==> config.mk <==
export PLATFORM = sky130hd
export DESIGN_NAME = swd_if
export DESIGN_NICKNAME = d
export VERILOG_FILES = /design/src/rtl/swd_pkg.sv /design/src/rtl/swd_clkgen.sv /design/src/rtl/swd_if.sv
export SDC_FILE = /design/constraint.sdc
export NUM_CORES = 1
export LEC_CHECK = 0
export ABC_AREA = 1
export CORE_MARGIN = 4
export CORE_UTILIZATION = 40
export DETAILED_ROUTE_END_ITERATION = 12
export GPL_TIMING_DRIVEN = 0
export MAX_ROUTING_LAYER = met4
export PLACE_DENSITY = 0.61
export REMOVE_ABC_BUFFERS = 1
export SYNTH_ARGS = -nofsm -noshare
export SYNTH_HDL_FRONTEND = slang
export SYNTH_SLANG_ARGS = --single-unit
==> constraint.sdc <==
create_clock -name clk -period 4.7 [get_ports clk]
set_input_delay 0.94 -clock clk [delete_from_list [all_inputs] [get_ports clk]]
set_output_delay 0.94 -clock clk [all_outputs]
set_load 0.005 [all_outputs]
==> src/rtl/swd_pkg.sv <==
// Shared definitions for the SWD host link engine: ACK codes, FSM states and
// the 8-bit request header builder.
package swd_pkg;

    localparam logic [2:0] ACK_OK    = 3'b001;
    localparam logic [2:0] ACK_WAIT  = 3'b010;
    localparam logic [2:0] ACK_FAULT = 3'b100;

    typedef enum logic [3:0] {
        IDLE,
        REQ,
        TRN1,
        ACK,
        RDATA,
        RPAR,
        TRN2,
        WDATA,
        WPAR,
        DONE
    } swd_state_t;

    // Bit i of the result is the i-th bit sent on the wire.
    function automatic logic [7:0] swd_req_bits(input logic       apndp,
                                                input logic       rnw,
                                                input logic [1:0] addr32);
        return {1'b1, 1'b0, apndp ^ rnw ^ addr32[0] ^ addr32[1],
                addr32[1], addr32[0], rnw, apndp, 1'b1};
    endfunction

endpackage

==> src/rtl/swd_clkgen.sv <==
// SWCLK generator: low phase then high phase of clkDiv clk cycles each,
// with single-cycle strobes in the last cycle of each phase.
module swd_clkgen (
    input  logic        clk,
    input  logic        rst,
    input  logic [10:0] clkDiv,
    input  logic        enable,
    output logic        swclk,
    output logic        rise_stb,
    output logic        fall_stb
);

    logic [10:0] cnt_reg;
    logic        swclk_reg;
    logic [10:0] half_len;
    logic        phase_end;

    assign half_len  = (clkDiv == 11'd0) ? 11'd1 : clkDiv;
    // ">=" keeps a mid-transaction shrink of clkDiv from stalling the counter.
    assign phase_end = enable && (cnt_reg >= half_len - 11'd1);

    always_ff @(posedge clk) begin
        if (rst || !enable) begin
            cnt_reg   <= 11'd0;
            swclk_reg <= 1'b0;
        end else if (phase_end) begin
            cnt_reg   <= 11'd0;
            swclk_reg <= ~swclk_reg;
        end else begin
            cnt_reg   <= cnt_reg + 11'd1;
        end
    end

    assign swclk    = swclk_reg;
    assign rise_stb = phase_end && !swclk_reg;
    assign fall_stb = phase_end && swclk_reg;

endmodule

==> src/rtl/swd_if.sv <==
// SWD host link engine: serialises one DP/AP access into request, turnaround,
// ACK, data and parity bits and returns ACK, read data and parity status.
module swd_if
    import swd_pkg::*;
(
    input  logic        clk,
    input  logic        rst,
    input  logic        swdi,
    output logic        swdo,
    output logic        swwr,
    output logic        swclk,
    input  logic [10:0] clkDiv,
    input  logic [1:0]  addr32,
    input  logic        rnw,
    input  logic        apndp,
    input  logic [31:0] din,
    output logic [2:0]  ack,
    output logic [31:0] dout,
    output logic        err,
    input  logic        go,
    output logic        done
);

    swd_state_t  state_reg, state_next;
    logic [4:0]  bit_cnt_reg, bit_cnt_next;
    logic [7:0]  req_reg, req_next;
    logic        rnw_reg, rnw_next;
    logic [31:0] din_reg, din_next;
    logic [2:0]  ack_reg, ack_next;
    logic [31:0] rdata_reg, rdata_next;
    logic [31:0] dout_reg, dout_next;
    logic        err_reg, err_next;
    logic        swdo_reg, swdo_next;
    logic        swwr_reg, swwr_next;
    logic        done_reg, done_next;

    logic        clk_en;
    logic        rise_stb;
    logic        fall_stb;
    logic [7:0]  req_new;

    assign clk_en  = (state_reg != IDLE) && (state_reg != DONE);
    assign req_new = swd_req_bits(apndp, rnw, addr32);

    swd_clkgen u_clkgen (
        .clk      (clk),
        .rst      (rst),
        .clkDiv   (clkDiv),
        .enable   (clk_en),
        .swclk    (swclk),
        .rise_stb (rise_stb),
        .fall_stb (fall_stb)
    );

    always_ff @(posedge clk) begin
        if (rst) begin
            state_reg   <= IDLE;
            bit_cnt_reg <= 5'd0;
            req_reg     <= 8'd0;
            rnw_reg     <= 1'b0;
            din_reg     <= 32'd0;
            ack_reg     <= 3'd0;
            rdata_reg   <= 32'd0;
            dout_reg    <= 32'd0;
            err_reg     <= 1'b0;
            swdo_reg    <= 1'b0;
            swwr_reg    <= 1'b1;
            done_reg    <= 1'b1;
        end else begin
            state_reg   <= state_next;
            bit_cnt_reg <= bit_cnt_next;
            req_reg     <= req_next;
            rnw_reg     <= rnw_next;
            din_reg     <= din_next;
            ack_reg     <= ack_next;
            rdata_reg   <= rdata_next;
            dout_reg    <= dout_next;
            err_reg     <= err_next;
            swdo_reg    <= swdo_next;
            swwr_reg    <= swwr_next;
            done_reg    <= done_next;
        end
    end

    // swdo/swwr are computed for the bit that begins on the falling strobe,
    // so they change together with swclk going low.
    always_comb begin
        state_next   = state_reg;
        bit_cnt_next = bit_cnt_reg;
        req_next     = req_reg;
        rnw_next     = rnw_reg;
        din_next     = din_reg;
        ack_next     = ack_reg;
        rdata_next   = rdata_reg;
        dout_next    = dout_reg;
        err_next     = err_reg;
        swdo_next    = swdo_reg;
        swwr_next    = swwr_reg;

        case (state_reg)
            IDLE, DONE: begin
                if (go) begin
                    state_next   = REQ;
                    bit_cnt_next = 5'd0;
                    req_next     = req_new;
                    rnw_next     = rnw;
                    din_next     = din;
                    err_next     = 1'b0;
                    swdo_next    = req_new[0];
                    swwr_next    = 1'b1;
                end else begin
                    state_next   = IDLE;
                end
            end
            REQ: begin
                if (fall_stb) begin
                    if (bit_cnt_reg == 5'd7) begin
                        state_next   = TRN1;
                        swwr_next    = 1'b0;
                        swdo_next    = 1'b0;
                    end else begin
                        bit_cnt_next = bit_cnt_reg + 5'd1;
                        swdo_next    = req_reg[bit_cnt_reg[2:0] + 3'd1];
                    end
                end
            end
            TRN1: begin
                if (fall_stb) begin
                    state_next   = ACK;
                    bit_cnt_next = 5'd0;
                end
            end
            ACK: begin
                if (rise_stb) begin
                    ack_next = {swdi, ack_reg[2:1]};
                end
                if (fall_stb) begin
                    if (bit_cnt_reg == 5'd2) begin
                        bit_cnt_next = 5'd0;
                        state_next   = (ack_reg == ACK_OK && rnw_reg) ? RDATA : TRN2;
                    end else begin
                        bit_cnt_next = bit_cnt_reg + 5'd1;
                    end
                end
            end
            RDATA: begin
                if (rise_stb) begin
                    rdata_next = {swdi, rdata_reg[31:1]};
                end
                if (fall_stb) begin
                    if (bit_cnt_reg == 5'd31) begin
                        state_next   = RPAR;
                    end else begin
                        bit_cnt_next = bit_cnt_reg + 5'd1;
                    end
                end
            end
            RPAR: begin
                if (rise_stb) begin
                    dout_next = rdata_reg;
                    err_next  = (^rdata_reg) ^ swdi;
                end
                if (fall_stb) begin
                    state_next = TRN2;
                end
            end
            TRN2: begin
                if (fall_stb) begin
                    swwr_next = 1'b1;
                    if (ack_reg == ACK_OK && !rnw_reg) begin
                        state_next   = WDATA;
                        bit_cnt_next = 5'd0;
                        swdo_next    = din_reg[0];
                    end else begin
                        state_next   = DONE;
                        swdo_next    = 1'b0;
                    end
                end
            end
            WDATA: begin
                if (fall_stb) begin
                    if (bit_cnt_reg == 5'd31) begin
                        state_next   = WPAR;
                        swdo_next    = ^din_reg;
                    end else begin
                        bit_cnt_next = bit_cnt_reg + 5'd1;
                        swdo_next    = din_reg[bit_cnt_reg + 5'd1];
                    end
                end
            end
            WPAR: begin
                if (fall_stb) begin
                    state_next = DONE;
                    swwr_next  = 1'b1;
                    swdo_next  = 1'b0;
                end
            end
            default: begin
                state_next = IDLE;
                swwr_next  = 1'b1;
                swdo_next  = 1'b0;
            end
        endcase

        done_next = (state_next == IDLE) || (state_next == DONE);
    end

    assign swdo = swdo_reg;
    assign swwr = swwr_reg;
    assign ack  = ack_reg;
    assign dout = dout_reg;
    assign err  = err_reg;
    assign done = done_reg;

endmodule

==> results by stage <==
Run status:
- The flow ran to the end, and the final reports show no timing, DRC or antenna violations.

Min path:
- The worst hold path class is flop to flop.

Critical path:
- In this design, the largest share of critical-path delay is due to simple AND/OR/NAND/NOR gates.
- The largest individual stage delay along the critical path comes from the cell sky130_fd_sc_hd__nor2_4.
- The worst-case register-to-register setup slack is 0.91 ns.
- Together, buffers and inverters on the worst path number 2.
- The required time of the worst setup path is 5.05 ns.
- The signal on the critical path passes through clkdlybuf4s50_1 > nor2_1 > nand2_1 > nor2_1 > a31o_2 > nor2_1 > nand3b_1 > nor2_1 > nand3_1 > xor2_1 > inv_1 > ha_1 > nand2_1 > nor2_2 > nand3b_1 > nand3_4 > nand2_4 > nor2_4 > nand3_1 > a21oi_1.
- The top fanout value on the critical path is 24.
- Among the stages of the critical path, the cell type that occurs most often is sky130_fd_sc_hd__nor2_1.
- The data arrival time at the worst-slack endpoint is 4.53 ns.
- The worst setup path is captured at a flop.
- The worst setup path is of the primary input to flop kind.
- The worst setup path is launched from a primary input.
- On the worst path, the slowest cell contributes a delay of 0.60 ns.

Floorplan:
- In this run the core area contains 49 standard-cell rows.
- Pin placement for this block handled 91 I/O pins.
- The die covers 0.0206 mm2.
- Measured along the y axis, the die boundary spans 143 um.
- The initial utilization of the core area, before any placement, comes to 0.407.
- The horizontal die dimension is 143 um.
- In this run the standard cell core region covers 0.0180 mm2.

Finish:
- After the last flow step, the layout net total stands at 1215.
- The area growth from synthesis to layout is 22.1%.
- Once layout is done, the placed cells without fillers occupy 0.00896 mm2.
- Leaving out filler cells and counting taps, the final layout contains 1390.
- 0 antenna diodes ended up in the layout.
- In the final layout, the share of cells above drive strength 1 is 0.0741.
- Leaving out fill and tap cells, the most frequent cell in the layout is sky130_fd_sc_hd__nand2_1.
- In the layout the commonest cells are sky130_fd_sc_hd__nand2_1 (304), sky130_fd_sc_hd__dfxtp_1 (130), sky130_fd_sc_hd__a21oi_1 (114).
- The final cell utilization of the core is 0.497.

Yosys:
- The parity-gate share of the synthesized area counting xor and xnor cells is 0.0655.
- After synthesis, the share of flip-flops with an asynchronous set or reset is 0.
- Counting distinct cell types in the post-synthesis netlist gives 42.
- Of the total synthesized cell area, the portion taken by AND, OR, NAND and NOR gates is 0.312.
- The share of the Yosys chip area taken by registers is 0.355.
- Synthesis inferred 130 register bits.
- The largest total area in the synthesized netlist belongs to sky130_fd_sc_hd__dfxtp_1.
- The most used flip-flop cell after synthesis is sky130_fd_sc_hd__dfxtp_1.
- The share of synthesized area in the top cell type comes to 0.355.
- Counting every instance in the synthesized netlist gives 1078.
- After synthesis, the cell types taking the most area are sky130_fd_sc_hd__dfxtp_1 (35%), sky130_fd_sc_hd__nand2_1 (16%), sky130_fd_sc_hd__a21oi_1 (7.8%).
- Of the total synthesized cell area, the portion taken by full adders, half adders and majority gates is 0.0273.
- After synthesis, the largest family of logic cells by area is simple AND/OR/NAND/NOR gates.
- Yosys printed 0 warnings.
- In this run the mean area of a mapped cell was 6.81 um2.
- The portion of synthesized area spent on multiplexers is 0.
- The total standard cell area after synthesis is 0.00734 mm2.
- The complex-gate fraction of the synthesized area is 0.158.
- The count of flip-flops with a built-in enable after synthesis is 0.

STA:
- Setup violations remaining at the end of the flow were counted as 0.
- The total count of max-transition violations in the final report is 0.
- The number of hold violations in the final report is 0.
- The post-route worst setup slack is 0.521 ns.
- Of the available clock period, the critical path in the final layout requires 0.889.
- Setup repair after global routing left no endpoint under its margin.
- Measured against its own limit, the worst slew margin works out to 0.157.
- The maximum frequency from static timing analysis is 239 MHz.
- Subtracting the final worst setup slack from the clock period gives 4.18 ns.
- At the pin with the least slew margin, the transition time is 1.26 ns.
- The worst clock skew on the final layout is 0.0207 ns.

Power and ir drop:
- In this run the static leakage power is 0.00359 uW.
- The worst ir drop on vdd is 0.000245 V.
- Dividing total power by cell area gives a power density of 324 mW/mm2.

Clock tree:
- The H-tree was split into 4 levels.
- The hold-fix buffer count after cts is 0.
- The cell sitting at the root of the clock tree is a sky130_fd_sc_hd__clkbuf_16.
- Buffers inserted during clock tree synthesis total 17.
- Clock-pin slew was measured on the worst setup and hold paths at 0.07 ns.
- The deepest clock path buffer count is 2.
- At the later pin of the worst-skew pair, clock insertion delay measures 0.43 ns.
- Clock tree synthesis found a total of 130 sinks.
- The TritonCTS clock tree is done.

Routing:
- The first routing iteration left 319 violations.
- The remaining routing DRC violations is 0.
- The wire length per cell after detailed routing is 12.8 um.
- In the routed layout, each cell is associated on average with a via count of 4.94.
- The detailed-route wire length is 17.8 mm.
- Once detail routing completed, the nets flagged for antenna violations numbered 0.
- The via count of the routed design is 6870.
- The number of detailed-route iterations in the first pass is 7.

Run:
- The number of max-cap violations is 0.

Place:
- Detailed placement finished with a half-perimeter wire length of 12.1 mm.
- Port buffering added 90 buffers.
- The cell area reported after detailed placement is 0.00828 mm2.
- Prior to clock tree synthesis, the placed netlist has a worst setup slack of -0.757 ns.
- Routability-driven placement finished with a final weighted congestion of 0.889.
- The number of cells after detailed placement is 1353.

GRT:
- The number of global-route vias before repair is 6539.
- Entering global routing, the biggest net connects 66 pins.
- The global router's overall resource usage is 0.183.
- The first global-routing pass estimated 30.4 mm of wire.
- After global routing the overflow that remains totals 0.
- The initial antenna violation count is 0.
## layout make-up
cell class | instances | area, um2
Inverter | 93 | 352
Sequential cell | 130 | 2600
Tap cell | 229 | 287
Clock buffer | 17 | 425
Multi-Input combinational cell | 812 | 4170
Fill cell | 1859 | 9060
Timing Repair Buffer | 94 | 958
Clock inverter | 15 | 166
## layer usage
metal | global-route usage | vias to the layer above | part of all wire
met5 | - | - | 0
met4 | 0.0530 | 0 | 0.015
met3 | 0.0396 | 19 | 0.055
met2 | 0.288 | 144 | 0.44
met1 | 0.238 | 3054 | 0.49
li1 | - | 3653 | -
## cell usage after synthesis (all sizes together), types with 7 or more instances
| master | n |
|---|---|
| xnor2 | 28 |
| xor2 | 26 |
| nand4 | 8 |
| nor2 | 103 |
| inv | 92 |
| dfxtp | 130 |
| buf | 28 |
| nand3 | 92 |
| nand2 | 309 |
| ha | 16 |
| a21oi | 125 |
| nor3 | 7 |
| clkbuf | 17 |
| o21ai | 78 |
## worst min-delay path, delay by kind of cell, from the launching register on
| kind | cells | cell delay (ns) |
|---|---|---|
| compound gates | 1 | 0.05 |
| simple gates | 1 | 0.06 |
| flops | 1 | 0.31 |
## stage by stage
stage	hold WS [ns]	power [uW]	TNS (ns)
finish	0.459	2900	0
global route	0.480	3060	0
CTS	0.463	2940	0
detailed placement	0.453	1610	-31.58
global placement	0.451	1600	-79.25
floorplan	0.430	1470	0
## timing repair
action                                  CTS  global route
resized for setup                         1             2
cloned                                    1             1
buffers inserted                          0             2
hold endpoints to repair                  0             0
pin swaps                                 1             1
endpoints found under the setup margin   34            64
## report_power, final
group	switching [uW]	total (uW)	internal, uW
clock	565	1320	754
combinational	247	410	163
sequential	36.5	1170	1140
total	848	2900	2050
## kinds of logic (layout without fill, tap and decap cells)
| family | Yosys count | in the layout |
|---|---|---|
| AOI/OAI and AO/OA | 215 | 215 |
| buffers and inverters | 138 | 219 |
| xor gates and xnor gates | 54 | 54 |
| adders and majority gates | 16 | 16 |
| DFF | 130 | 130 |
| and+or+nand+nor | 525 | 527 |
## worst paths after layout
path,from,endpoint,depth (start not counted)
max,clkDiv[2],rdata_reg[16],20
min,dout[12],dout[12],2
max reg2reg,bit_cnt_reg[0],swdo,14
min reg2reg,dout[12],dout[12],2
(Power assumes the default switching activity.)
==> edit 1, RTL diff (same settings) <==
Re-encode `swd_state_t` (10 states) as one-hot, 10 bits wide.
--- a/src/rtl/swd_pkg.sv
+++ b/src/rtl/swd_pkg.sv
@@ -6,17 +6,17 @@
     localparam logic [2:0] ACK_WAIT  = 3'b010;
     localparam logic [2:0] ACK_FAULT = 3'b100;
 
-    typedef enum logic [3:0] {
-        IDLE,
-        REQ,
-        TRN1,
-        ACK,
-        RDATA,
-        RPAR,
-        TRN2,
-        WDATA,
-        WPAR,
-        DONE
+    typedef enum logic [9:0] {
+        IDLE  = 10'b0000000001,
+        REQ   = 10'b0000000010,
+        TRN1  = 10'b0000000100,
+        ACK   = 10'b0000001000,
+        RDATA = 10'b0000010000,
+        RPAR  = 10'b0000100000,
+        TRN2  = 10'b0001000000,
+        WDATA = 10'b0010000000,
+        WPAR  = 10'b0100000000,
+        DONE  = 10'b1000000000
     } swd_state_t;
 
     // Bit i of the result is the i-th bit sent on the wire.
Formal check against the unedited RTL: no difference found for any inputs over 10 cycles, from zero or initial values and one cycle with rst high; not proved beyond that.
==> edit 1 against the unedited design <==
Final area grew 4.1%; synthesized area is 4.6% higher; die area increased by 4.3%; sequential cell count grew 6; total power grew 5.8%; setup slack got worse by 0.20 ns; global-route usage fell by 0.80 points; synthesized cell count increased by 2.2%; routed wire length about the same; cell count up 2.1%.
==> edit 1: results (changes against the unedited design) <==
* Yosys cell types at 45 (was 42)
* Final hold slack at 0.458 ns (was 0.459 ns)
* Metal1 wirelength at 8580 um (was 8660 um)
* Flop pwr share at 40.3% (was 40.5%)
* Fmax at 229 MHz (was 239 MHz)
* Crit-path slowest cell: clkdlybuf4s50_1 (was nor2_4)
* Non-clk buf share at 9.92% (was 10.7%)
* Hold Path End: dout[1] (was dout[12])
* GR Util All Layers at 17.5% (was 18.3%)
* Maximum vdd drop at 0.243 mV (was 0.245 mV)
* Initial drt markers at 282 (was 319)
* Non-clk invs at 156 (was 93)
* Nets at 1239 (was 1215)
* Dpl cell area at 8720 sq um (was 8280 sq um)
* Switching part of the total power at 29.9% (was 29.2%)
* Outcome: finished, final reports clean (unchanged)
* Non-CTS buffers at 91 (was 94)
* Final Wtd Congestion at 0.882 (was 0.889)
* Hold_sp: dout[1] (was dout[12])
* Share of cells above drive strength 1 at 7.76% (was 7.41%)
* Synth area leaders: dfxtp_1 35%, nand2_1 11%, nor2_1 7.4% (was dfxtp_1 35%, nand2_1 16%, a21oi_1 7.8%)
* Met2 WL at 8110 um (was 7930 um)
* Syn avg cell area at 6.97 sq um (was 6.81 sq um)
* Met3 usage in global routing at 4.50% (was 3.96%)
* Drt wl/cell at 12.6 um (was 12.8 um)
edit 1: cell types whose count changed after synthesis, moves of 7 or more:
cell	before	now
o21ai_0	74	67
nor2_1	93	152
nand2_1	304	228
a211oi_1	1	36
clkbuf_1	17	24
a211oi_2	0	30
nand3_1	80	45
inv_1	86	149
buf_6	7	0
a21oi_2	11	0
a21oi_1	114	65
nand3_2	10	1
edit 1: kinds of logic (layout without fill, tap and decap cells):
kind of cell / count (synthesis) / in the layout / synth area share (%)
XOR/XNOR: 58 / 58 / 6.62
flip-flops: 136 / 136 / 35.5
buffers and inverters: 196 / 279 / 10.1
adder cells (fa/ha/maj): 16 / 16 / 2.61
AND/OR/NAND/NOR: 476 / 476 / 26.3
AO/OA/AOI/OAI: 220 / 220 / 19.0
edit 1: timing repair:
| item | CTS | global route |
|---|---|---|
| setup endpoints to repair | 0 | 56 |
| resized for setup | 0 | 4 |
| hold buffers | 0 | 0 |
==> edit 2, RTL diff (same flow settings) <==
Without the edit above. Add an input register stage for `swdi`, without a reset; this delays it by one clock. The other inputs are not delayed to match.
--- a/src/rtl/swd_if.sv
+++ b/src/rtl/swd_if.sv
@@ -20,6 +20,12 @@
     input  logic        go,
     output logic        done
 );
+
+    logic swdi_q;
+
+    always_ff @(posedge clk) begin
+        swdi_q <= swdi;
+    end
 
     swd_state_t  state_reg, state_next;
     logic [4:0]  bit_cnt_reg, bit_cnt_next;
@@ -132,7 +138,7 @@
             end
             ACK: begin
                 if (rise_stb) begin
-                    ack_next = {swdi, ack_reg[2:1]};
+                    ack_next = {swdi_q, ack_reg[2:1]};
                 end
                 if (fall_stb) begin
                     if (bit_cnt_reg == 5'd2) begin
@@ -145,7 +151,7 @@
             end
             RDATA: begin
                 if (rise_stb) begin
-                    rdata_next = {swdi, rdata_reg[31:1]};
+                    rdata_next = {swdi_q, rdata_reg[31:1]};
                 end
                 if (fall_stb) begin
                     if (bit_cnt_reg == 5'd31) begin
@@ -158,7 +164,7 @@
             RPAR: begin
                 if (rise_stb) begin
                     dout_next = rdata_reg;
-                    err_next  = (^rdata_reg) ^ swdi;
+                    err_next  = (^rdata_reg) ^ swdi_q;
                 end
                 if (fall_stb) begin
                     state_next = TRN2;
Formal check against the unedited RTL: same outputs for any inputs over 10 cycles, from zero or initial values and one cycle with rst high; that may be too few to reach the edited logic, so the function may still have changed.
==> edit 2 against the unedited design <==
Final area is 2.1% lower; sequential cell count is 1 higher; routed wire length is 1.5% lower; total power fell by 1.2%; synthesized area shrank 3.2%; setup slack got worse by 0.13 ns; sequential share of layout area rose by 0.87 points; largest cell class unchanged; largest power group unchanged; highest routed layer unchanged.
==> edit 2: results (changes against the unedited design) <==
* Outcome: finished, final reports clean (unchanged)
* Area occupied by multi-input gates at 3960 sq um (was 4170 sq um)
* Fillers at 1768 (was 1859)
* Grt met2 use at 29.9% (was 28.8%)
* Slew headroom at 28.9% (was 15.7%)
* Final Wtd Congestion at 0.871 (was 0.889)
* Yosys cell types at 36 (was 42)
* Met2 WL at 7950 um (was 7930 um)
* Leak Pwr at 3.58 nW (was 3.59 nW)
* Non-clk buf share at 11.0% (was 10.7%)
* Maximum vdd drop at 0.287 mV (was 0.245 mV)
* Sequential fraction of the synthesis area at 36.9% (was 35.5%)
* Vias in the first global route at 6506 (was 6539)
* FF-to-FF setup slack at 0.95 ns (was 0.91 ns)
* Largest net degree at the start of global routing at 53 (was 66)
* Metal1 wirelength at 8460 um (was 8660 um)
* Multi-input gates at 797 (was 812)
* Share of cells above drive strength 1 at 5.99% (was 7.41%)
* Compound-Gate Fraction of Synth Area at 15.3% (was 15.8%)
* CP peak stage delay at 0.54 ns (was 0.60 ns)
* Post-place setup slack at -1.50 ns (was -0.757 ns)
* Met3 wire length at 928 um (was 989 um)
* Pint at 2.02 mW (was 2.05 mW)
* Drt first pass iters at 4 (was 7)
* Drt wl/cell at 12.8 um (about the same)
* GR Util All Layers at 18.8% (was 18.3%)
* # clk buffers at 18 (was 17)
* ClkCell Share at 6.56% (was 6.60%)
[edit 2: how the worst max path moves through the flow]
stage          slack, ns  depth (start not counted)  startpoint             to
4_1_cts             0.07                         23   clkDiv[6]            err
3_3_place_gp       -1.50                         22   clkDiv[2]       dout[27]
5_1_grt             0.07                         22   clkDiv[2]  rdata_reg[26]
2_1_floorplan       0.08                         22   clkDiv[3]            err
3_5_place_dp       -1.50                         23   clkDiv[6]            err
6_report            0.39                         23   clkDiv[6]  rdata_reg[31]
[edit 2: metrics by stage]
stage	hold WS, ns	cells	setup TNS, ns	total power [mW]	instance area [sq um]
after floorplan	0.430	1023	0	1.46	6910
after global placement	0.452	1338	-106.47	1.59	8090
after detailed placement	0.452	1341	-73.26	1.60	8140
after CTS	0.463	1375	0	2.90	8740
after global routing	0.486	1377	0	3.02	8770
final	0.462	1377	0	2.87	8770
